### src/rtl/cmps_seq_pkg.sv
// Shared definitions for the CMPS string-compare sequencer:
// state encoding, REP prefix codes, flag bit positions and operand sizes.
package cmps_seq_pkg;

  typedef enum logic [2:0] {
    IDLE   = 3'd0,
    CHECK  = 3'd1,
    RD_SRC = 3'd2,
    RD_DST = 3'd3,
    CMP    = 3'd4,
    FIN    = 3'd5
  } state_t;

  // rep_mode encodings; 2'b11 behaves like REP_NONE
  localparam logic [1:0] REP_NONE = 2'b00;
  localparam logic [1:0] REPE     = 2'b01;
  localparam logic [1:0] REPNE    = 2'b10;

  // bit positions inside the {OF,SF,ZF,AF,PF,CF} flag vector
  localparam int FLAG_CF   = 0;
  localparam int FLAG_PF   = 1;
  localparam int FLAG_AF   = 2;
  localparam int FLAG_ZF   = 3;
  localparam int FLAG_SF   = 4;
  localparam int FLAG_OF   = 5;
  localparam int NUM_FLAGS = 6;

  // op_size encodings; 2'd3 behaves like SZ_DWORD
  localparam logic [1:0] SZ_BYTE  = 2'd0;
  localparam logic [1:0] SZ_WORD  = 2'd1;
  localparam logic [1:0] SZ_DWORD = 2'd2;

  function automatic logic is_rep(input logic [1:0] mode);
    return (mode == REPE) || (mode == REPNE);
  endfunction

endpackage

### src/rtl/cmps_ptr_step.sv
// Pointer step for ESI/EDI: +/-1, +/-2 or +/-4 depending on operand size
// and the direction flag. Result is an AW-bit two's-complement delta.
module cmps_ptr_step
  import cmps_seq_pkg::*;
#(
  parameter int AW = 32
) (
  input  logic [1:0]    op_size,
  input  logic          df,
  output logic [AW-1:0] delta
);

  logic [AW-1:0] mag;

  // size selects the magnitude, DF selects the sign
  always_comb begin
    mag   = AW'(4);
    delta = '0;
    case (op_size)
      SZ_BYTE: mag = AW'(1);
      SZ_WORD: mag = AW'(2);
      default: mag = AW'(4);
    endcase
    delta = df ? (~mag + AW'(1)) : mag;
  end

endmodule

### src/rtl/cmps_seq.sv
// CMPS / REPE CMPS / REPNE CMPS execute-stage sequencer.
// Reads [ESI] then [EDI], hands both to the ALU, consumes the flags and
// steps ESI/EDI/ECX once per iteration while stalling the pipeline.
// Optional feature macro: CMPS_SEQ_INTR_WINDOW_EN adds an interrupt window
// between REP iterations (intr_pending in, done_partial out).
//
//   state  | meaning
//   -------+-----------------------------------------------------------
//   IDLE   | waiting for start; registers latched on start
//   CHECK  | REP count test (and interrupt window when enabled)
//   RD_SRC | read [ESI] into mem_out_latched
//   RD_DST | read [EDI] into mem_out
//   CMP    | take ALU flags, commit ESI/EDI(/ECX), decide termination
//   FIN    | done pulse, back to IDLE
module cmps_seq
  import cmps_seq_pkg::*;
#(
  parameter int AW = 32,
  parameter int DW = 32
) (
  input  logic                 clk,
  input  logic                 rst,
  input  logic                 start,
  input  logic                 flush,
  input  logic [1:0]           rep_mode,
  input  logic [1:0]           op_size,
  input  logic                 df,
  input  logic [AW-1:0]        esi_in,
  input  logic [AW-1:0]        edi_in,
  input  logic [AW-1:0]        ecx_in,
  output logic                 mem_rd_req,
  output logic [AW-1:0]        mem_rd_addr,
  output logic [1:0]           mem_rd_size,
  input  logic                 mem_rd_ready,
  input  logic [DW-1:0]        mem_rd_data,
  output logic [DW-1:0]        mem_out_latched,
  output logic [DW-1:0]        mem_out,
  input  logic [NUM_FLAGS-1:0] cmps_flags,
`ifdef CMPS_SEQ_INTR_WINDOW_EN
  input  logic                 intr_pending,
  output logic                 done_partial,
`endif
  output logic [AW-1:0]        esi_out,
  output logic [AW-1:0]        edi_out,
  output logic [AW-1:0]        ecx_out,
  output logic                 ld_esi,
  output logic                 ld_edi,
  output logic                 ld_ecx,
  output logic                 ld_flags,
  output logic [NUM_FLAGS-1:0] flags_out,
  output logic                 busy,
  output logic                 done
);

  state_t state, state_nxt;

  // operation context latched at start
  logic [1:0]    rep_q;
  logic [1:0]    size_q;
  logic          df_q;
  // working pointers used for addressing the next iteration
  logic [AW-1:0] esi_q, edi_q, ecx_q;
  // architectural values last committed in CMP
  logic [AW-1:0] esi_hold, edi_hold, ecx_hold;

  logic [AW-1:0] delta;
  logic [AW-1:0] esi_nxt, edi_nxt, ecx_nxt;
  logic          rep_active;
  logic          cnt_zero;
  logic          start_take;
  logic          cmp_commit;
  logic          zf;
  logic          terminate;

`ifdef CMPS_SEQ_INTR_WINDOW_EN
  logic first_q;
  logic partial_q;
  logic take_intr;
`endif

  cmps_ptr_step #(.AW(AW)) u_step (
    .op_size (size_q),
    .df      (df_q),
    .delta   (delta)
  );

  assign esi_nxt    = esi_q + delta;
  assign edi_nxt    = edi_q + delta;
  assign ecx_nxt    = ecx_q - AW'(1);
  assign rep_active = is_rep(rep_q);
  assign cnt_zero   = (ecx_q == '0);
  assign start_take = (state == IDLE) && start && !flush;
  // a flush in CMP drops the whole iteration: no loads, no pointer update
  assign cmp_commit = (state == CMP) && !flush;
  assign zf         = cmps_flags[FLAG_ZF];

  // REP ends on exhausted count or on the ZF condition of the prefix
  always_comb begin
    terminate = 1'b0;
    if (!rep_active) begin
      terminate = 1'b1;
    end else if (ecx_nxt == '0) begin
      terminate = 1'b1;
    end else if ((rep_q == REPE) && !zf) begin
      terminate = 1'b1;
    end else if ((rep_q == REPNE) && zf) begin
      terminate = 1'b1;
    end
  end

`ifdef CMPS_SEQ_INTR_WINDOW_EN
  // interrupts are only taken between iterations, never before the first
  assign take_intr = (state == CHECK) && !(rep_active && cnt_zero)
                     && intr_pending && !first_q;
`endif

  // state register
  always_ff @(posedge clk or posedge rst) begin
    if (rst) begin
      state <= IDLE;
    end else begin
      state <= state_nxt;
    end
  end

  // next-state decode
  always_comb begin
    state_nxt = state;
    case (state)
      IDLE: begin
        if (start) state_nxt = CHECK;
      end
      CHECK: begin
        if (rep_active && cnt_zero) begin
          state_nxt = FIN;
`ifdef CMPS_SEQ_INTR_WINDOW_EN
        end else if (take_intr) begin
          state_nxt = FIN;
`endif
        end else begin
          state_nxt = RD_SRC;
        end
      end
      RD_SRC: begin
        if (mem_rd_ready) state_nxt = RD_DST;
      end
      RD_DST: begin
        if (mem_rd_ready) state_nxt = CMP;
      end
      CMP: begin
        state_nxt = terminate ? FIN : CHECK;
      end
      FIN: begin
        state_nxt = IDLE;
      end
      default: begin
        state_nxt = IDLE;
      end
    endcase
    if (flush) state_nxt = IDLE;
  end

  // operand capture, context latch and per-iteration commit
  always_ff @(posedge clk or posedge rst) begin
    if (rst) begin
      rep_q           <= REP_NONE;
      size_q          <= SZ_BYTE;
      df_q            <= 1'b0;
      esi_q           <= '0;
      edi_q           <= '0;
      ecx_q           <= '0;
      esi_hold        <= '0;
      edi_hold        <= '0;
      ecx_hold        <= '0;
      mem_out_latched <= '0;
      mem_out         <= '0;
      flags_out       <= '0;
    end else begin
      if (start_take) begin
        rep_q  <= rep_mode;
        size_q <= op_size;
        df_q   <= df;
        esi_q  <= esi_in;
        edi_q  <= edi_in;
        ecx_q  <= ecx_in;
      end
      if ((state == RD_SRC) && mem_rd_ready && !flush) begin
        mem_out_latched <= mem_rd_data;
      end
      if ((state == RD_DST) && mem_rd_ready && !flush) begin
        mem_out <= mem_rd_data;
      end
      if (cmp_commit) begin
        esi_q     <= esi_nxt;
        edi_q     <= edi_nxt;
        esi_hold  <= esi_nxt;
        edi_hold  <= edi_nxt;
        flags_out <= cmps_flags;
        if (rep_active) begin
          ecx_q    <= ecx_nxt;
          ecx_hold <= ecx_nxt;
        end
      end
    end
  end

`ifdef CMPS_SEQ_INTR_WINDOW_EN
  // tracks the first iteration and whether we left early for an interrupt
  always_ff @(posedge clk or posedge rst) begin
    if (rst) begin
      first_q   <= 1'b0;
      partial_q <= 1'b0;
    end else begin
      if (start_take) begin
        first_q   <= 1'b1;
        partial_q <= 1'b0;
      end else begin
        if (cmp_commit) first_q <= 1'b0;
        if (take_intr && !flush) partial_q <= 1'b1;
      end
    end
  end

  assign done_partial = (state == FIN) && !flush && partial_q;
`endif

  // outputs; the new pointer values are shown combinationally in CMP so
  // they line up with their ld_* pulses
  always_comb begin
    mem_rd_req  = !flush && ((state == RD_SRC) || (state == RD_DST));
    mem_rd_addr = '0;
    if (state == RD_SRC) mem_rd_addr = esi_q;
    if (state == RD_DST) mem_rd_addr = edi_q;
    mem_rd_size = size_q;
    ld_esi      = cmp_commit;
    ld_edi      = cmp_commit;
    ld_flags    = cmp_commit;
    ld_ecx      = cmp_commit && rep_active;
    esi_out     = cmp_commit ? esi_nxt : esi_hold;
    edi_out     = cmp_commit ? edi_nxt : edi_hold;
    ecx_out     = (cmp_commit && rep_active) ? ecx_nxt : ecx_hold;
    busy        = (state != IDLE);
    done        = (state == FIN) && !flush;
  end

endmodule

### config.mk
export PLATFORM = sky130hd
export DESIGN_NAME = cmps_seq
export DESIGN_NICKNAME = d
export VERILOG_FILES = /design/src/rtl/cmps_seq_pkg.sv /design/src/rtl/cmps_ptr_step.sv /design/src/rtl/cmps_seq.sv
export SDC_FILE = /design/constraint.sdc
export NUM_CORES = 1
export LEC_CHECK = 0
export CORE_ASPECT_RATIO = 0.7
export CORE_UTILIZATION = 35
export CTS_BUF_LIST = sky130_fd_sc_hd__clkbuf_8
export CTS_CLUSTER_SIZE = 12
export DETAILED_ROUTE_END_ITERATION = 12
export HOLD_SLACK_MARGIN = 0.03
export PLACE_DENSITY = 0.7
export SYNTH_ARGS = -nofsm -noshare
export SYNTH_HDL_FRONTEND = slang
export SYNTH_HIERARCHICAL = 1
export SYNTH_SLANG_ARGS = --single-unit
### constraint.sdc
create_clock -name clk -period 25.9 [get_ports clk]
set_input_delay 5.18 -clock clk [delete_from_list [all_inputs] [get_ports clk]]
set_output_delay 5.18 -clock clk [all_outputs]
set_load 0.1 [all_outputs]
==> results.py <==
metrics = {
    "run_status": {
        "status": "finished, final reports clean",
    },
    "die": {
        "rows": 64,
        "die_h_um": 178,
        "pin_count": 351,
        "die_w_um": 254,
        "initial_core_util_pct": 35.5,
        "dieArea_um2": 45200,
        "core_area_um2": 43700,
    },
    "sta": {
        "hold_violations": 0,
        "finalSetupTns_ns": 0,
        "setup_viol": 0,
        "worstMarginPinSlew_ns": 1.21,
        "fin_crit_sh_pct": 54.4,
        "drv_slew": 0,
        "skew_ns": 0.0219,
        "layout_min_cycle_time_ns": 14.08,
        "rsz0062_at_grt": "no",
        "max_freq_mhz": 71.0,
        "setup_slack_ns": 11.82,
        "max-slew-margin-rel_pct": 18.0,
    },
    "critical_path": {
        "cp_max_fo": 86,
        "critPathKind": "input port to output port",
        "endpoint_kind": "output port",
        "cp_data_required_time_ns": 20.72,
        "arrival_ns": 8.90,
        "start_kind": "input port",
    },
    "min_path": {
        "hold_class": "flop to flop",
    },
    "clock_network": {
        "cts_made_buffers": 46,
        "cts_tree": "built",
        "ctsResizeCount": 0,
        "htreeDepth": 2,
        "hold_buffers": 0,
        "root_buffer": "clkbuf_8",
        "cts_sinks": 270,
        "clk_latency_ns": 0.60,
        "cts_buffer_depth": 3,
        "cts_setup_buffers": 0,
        "clk_pin_slew_worst_paths_ns": 0.06,
    },
    "placed_design": {
        "gp_congestion": 0.903,
        "portBuffers": 350,
        "hpwlAfterDp_um": 36600,
        "dpl.cell_count": 2541,
        "dp_slack_ns": 11.81,
    },
    "final_layout": {
        "layout_commonest_cell": "clkdlybuf4s50_1",
        "finalNonFillerCells": 2622,
        "drive_gt1_share_pct": 8.30,
        "final_cell_mix": "clkdlybuf4s50_1 (350), nand2_1 (300), dfrtp_1 (269)",
        "area_growth_pct": 30.0,
        "fin_nets": 2207,
    },
    "logic_synthesis": {
        "syn_area_um2": 15500,
        "synth_xor_area_share_pct": 4.28,
        "synthSimpleGateAreaFrac_pct": 17.9,
        "ys.flop_type": "dfrtp_1",
        "postSynthAreaPerCell_um2": 9.07,
        "syn-instance-count": 1713,
        "ys_ff_latch": 270,
        "synth_mux_area_share_pct": 6.44,
        "yosysWarnings": 6,
        "synth-edff-count": 0,
        "synth_top_family_by_area": "simple AND/OR/NAND/NOR gates",
        "synth_nets": 1925,
        "synth_compound_area_share_pct": 17.6,
        "synth_fa_ha_area_share_pct": 5.57,
        "synthArstFlopShare_pct": 100,
        "ys_seq_area_share_pct": 43.5,
        "synth_cell_types": 72,
    },
    "global_routing": {
        "overflow": 0,
        "grt_pass1_wl_um": 78100,
        "grt_max_degree": 168,
        "first_global_vias": 13600,
        "antenna_found_initial": 4,
        "grt_use_total_pct": 22.0,
    },
    "drt": {
        "drtAntennaViolNets": 0,
        "finalWirelength_um": 51000,
        "drc": 0,
        "wire_per_inst_um": 19.4,
        "vias_per_cell": 5.36,
        "dr.pass1.iters": 5,
        "num_vias": 14000,
        "drtIter0Drc": 1209,
    },
    "flow_run": {
        "drv_cap": 0,
    },
}
==> area by class of cell <==
| class | instances | area, um^2 |
|---|---|---|
| timing repair buffer | 365 | 3630 |
| fill | 4211 | 23500 |
| clock buffer | 53 | 729 |
| tap | 594 | 743 |
| multi-input combinational | 1279 | 8080 |
| clock inverter | 25 | 125 |
| sequential | 270 | 6760 |
| inverter | 33 | 134 |
| antenna | 3 | 7.51 |
==> worst paths after layout <==
| check | cells after the start | startpoint | to | slack (ns) |
|---|---|---|---|---|
| setup / recovery | 6 | flush | esi_out[19] | 11.82 |
| hold / removal | 2 | ecx_hold[2] | ecx_hold[2] | 0.47 |
| setup reg to reg | 13 | df_q | esi_hold[28] | 21.23 |
| hold reg to reg | 2 | ecx_hold[2] | ecx_hold[2] | 0.47 |
| max in group asynchronous | 3 | rst | esi_q[4] | 19.31 |
| min in group asynchronous | 2 | rst | flags_out[0] | 5.08 |
==> worst max-delay path, stage by stage <==
cell and delay (ns):
clkdlybuf4s50_1 0.55, or2_4 0.53, buf_4 0.49, or4_1 0.60, o211ai_1 0.22, clkdlybuf4s50_1 1.27
==> layer usage <==
metal | track usage, % | part of all wire (%) | up-vias
met5 | 0 | 0 | -
met4 | 6.90 | 2.5 | 0
met3 | 4.71 | 7.2 | 77
met2 | 32.2 | 44 | 488
met1 | 32.2 | 46 | 6849
li1 | - | - | 6630
==> stage by stage <==
stage	area, um^2	utilization (%)	hold WS (ns)
floorplan	15500	-	0.501
global placement	19300	44.2	0.455
detailed placement	19300	44.2	0.458
CTS	20200	46.2	0.476
global route	20200	46.2	0.491
finish	20200	46.2	0.474
==> logic make-up (layout without fill, tap and decap cells) <==
logic type / count (synthesis) / in the layout
simple gates: 605 / 605
compound gates: 438 / 438
flops: 270 / 270
buf+inv: 164 / 476
mux: 92 / 92
xor+xnor: 76 / 76
fa+ha+maj: 68 / 68
other cells: 0 / 3
==> flip-flops by register name, indices dropped and copies added (netlist names), 6 cells and up <==
| register | cells |
|---|---|
| mem_out | 32 |
| edi_q | 32 |
| mem_out_latched | 32 |
| ecx_q | 32 |
| esi_q | 32 |
| ecx_hold | 32 |
| esi_hold | 32 |
| edi_hold | 32 |
| flags_out | 6 |
==> synth_stat cells (all sizes together) (15+ instances only) <==
cell type  number  area share, %
clkbuf         86            2.1
ha             66            5.3
a31oi          19           0.77
and3           31            1.2
a21o           27            1.3
mux2i          28            1.8
mux2           64            4.6
nor2          107            2.6
a211oi         23            1.1
xor2           39            2.2
buf            45            1.8
xnor2          37            2.1
dfrtp         270             43
nand3          42            1.4
o21ai         128            4.1
a21oi         116            3.7
nand2         300            7.2
nand2b         15           0.62
or3            18           0.72
a22o           33            1.9
inv            33           0.80
nor3           26           0.91
Power is not shown: default switching activity piles up to over one toggle a cycle in this logic, so the estimate is an artifact.
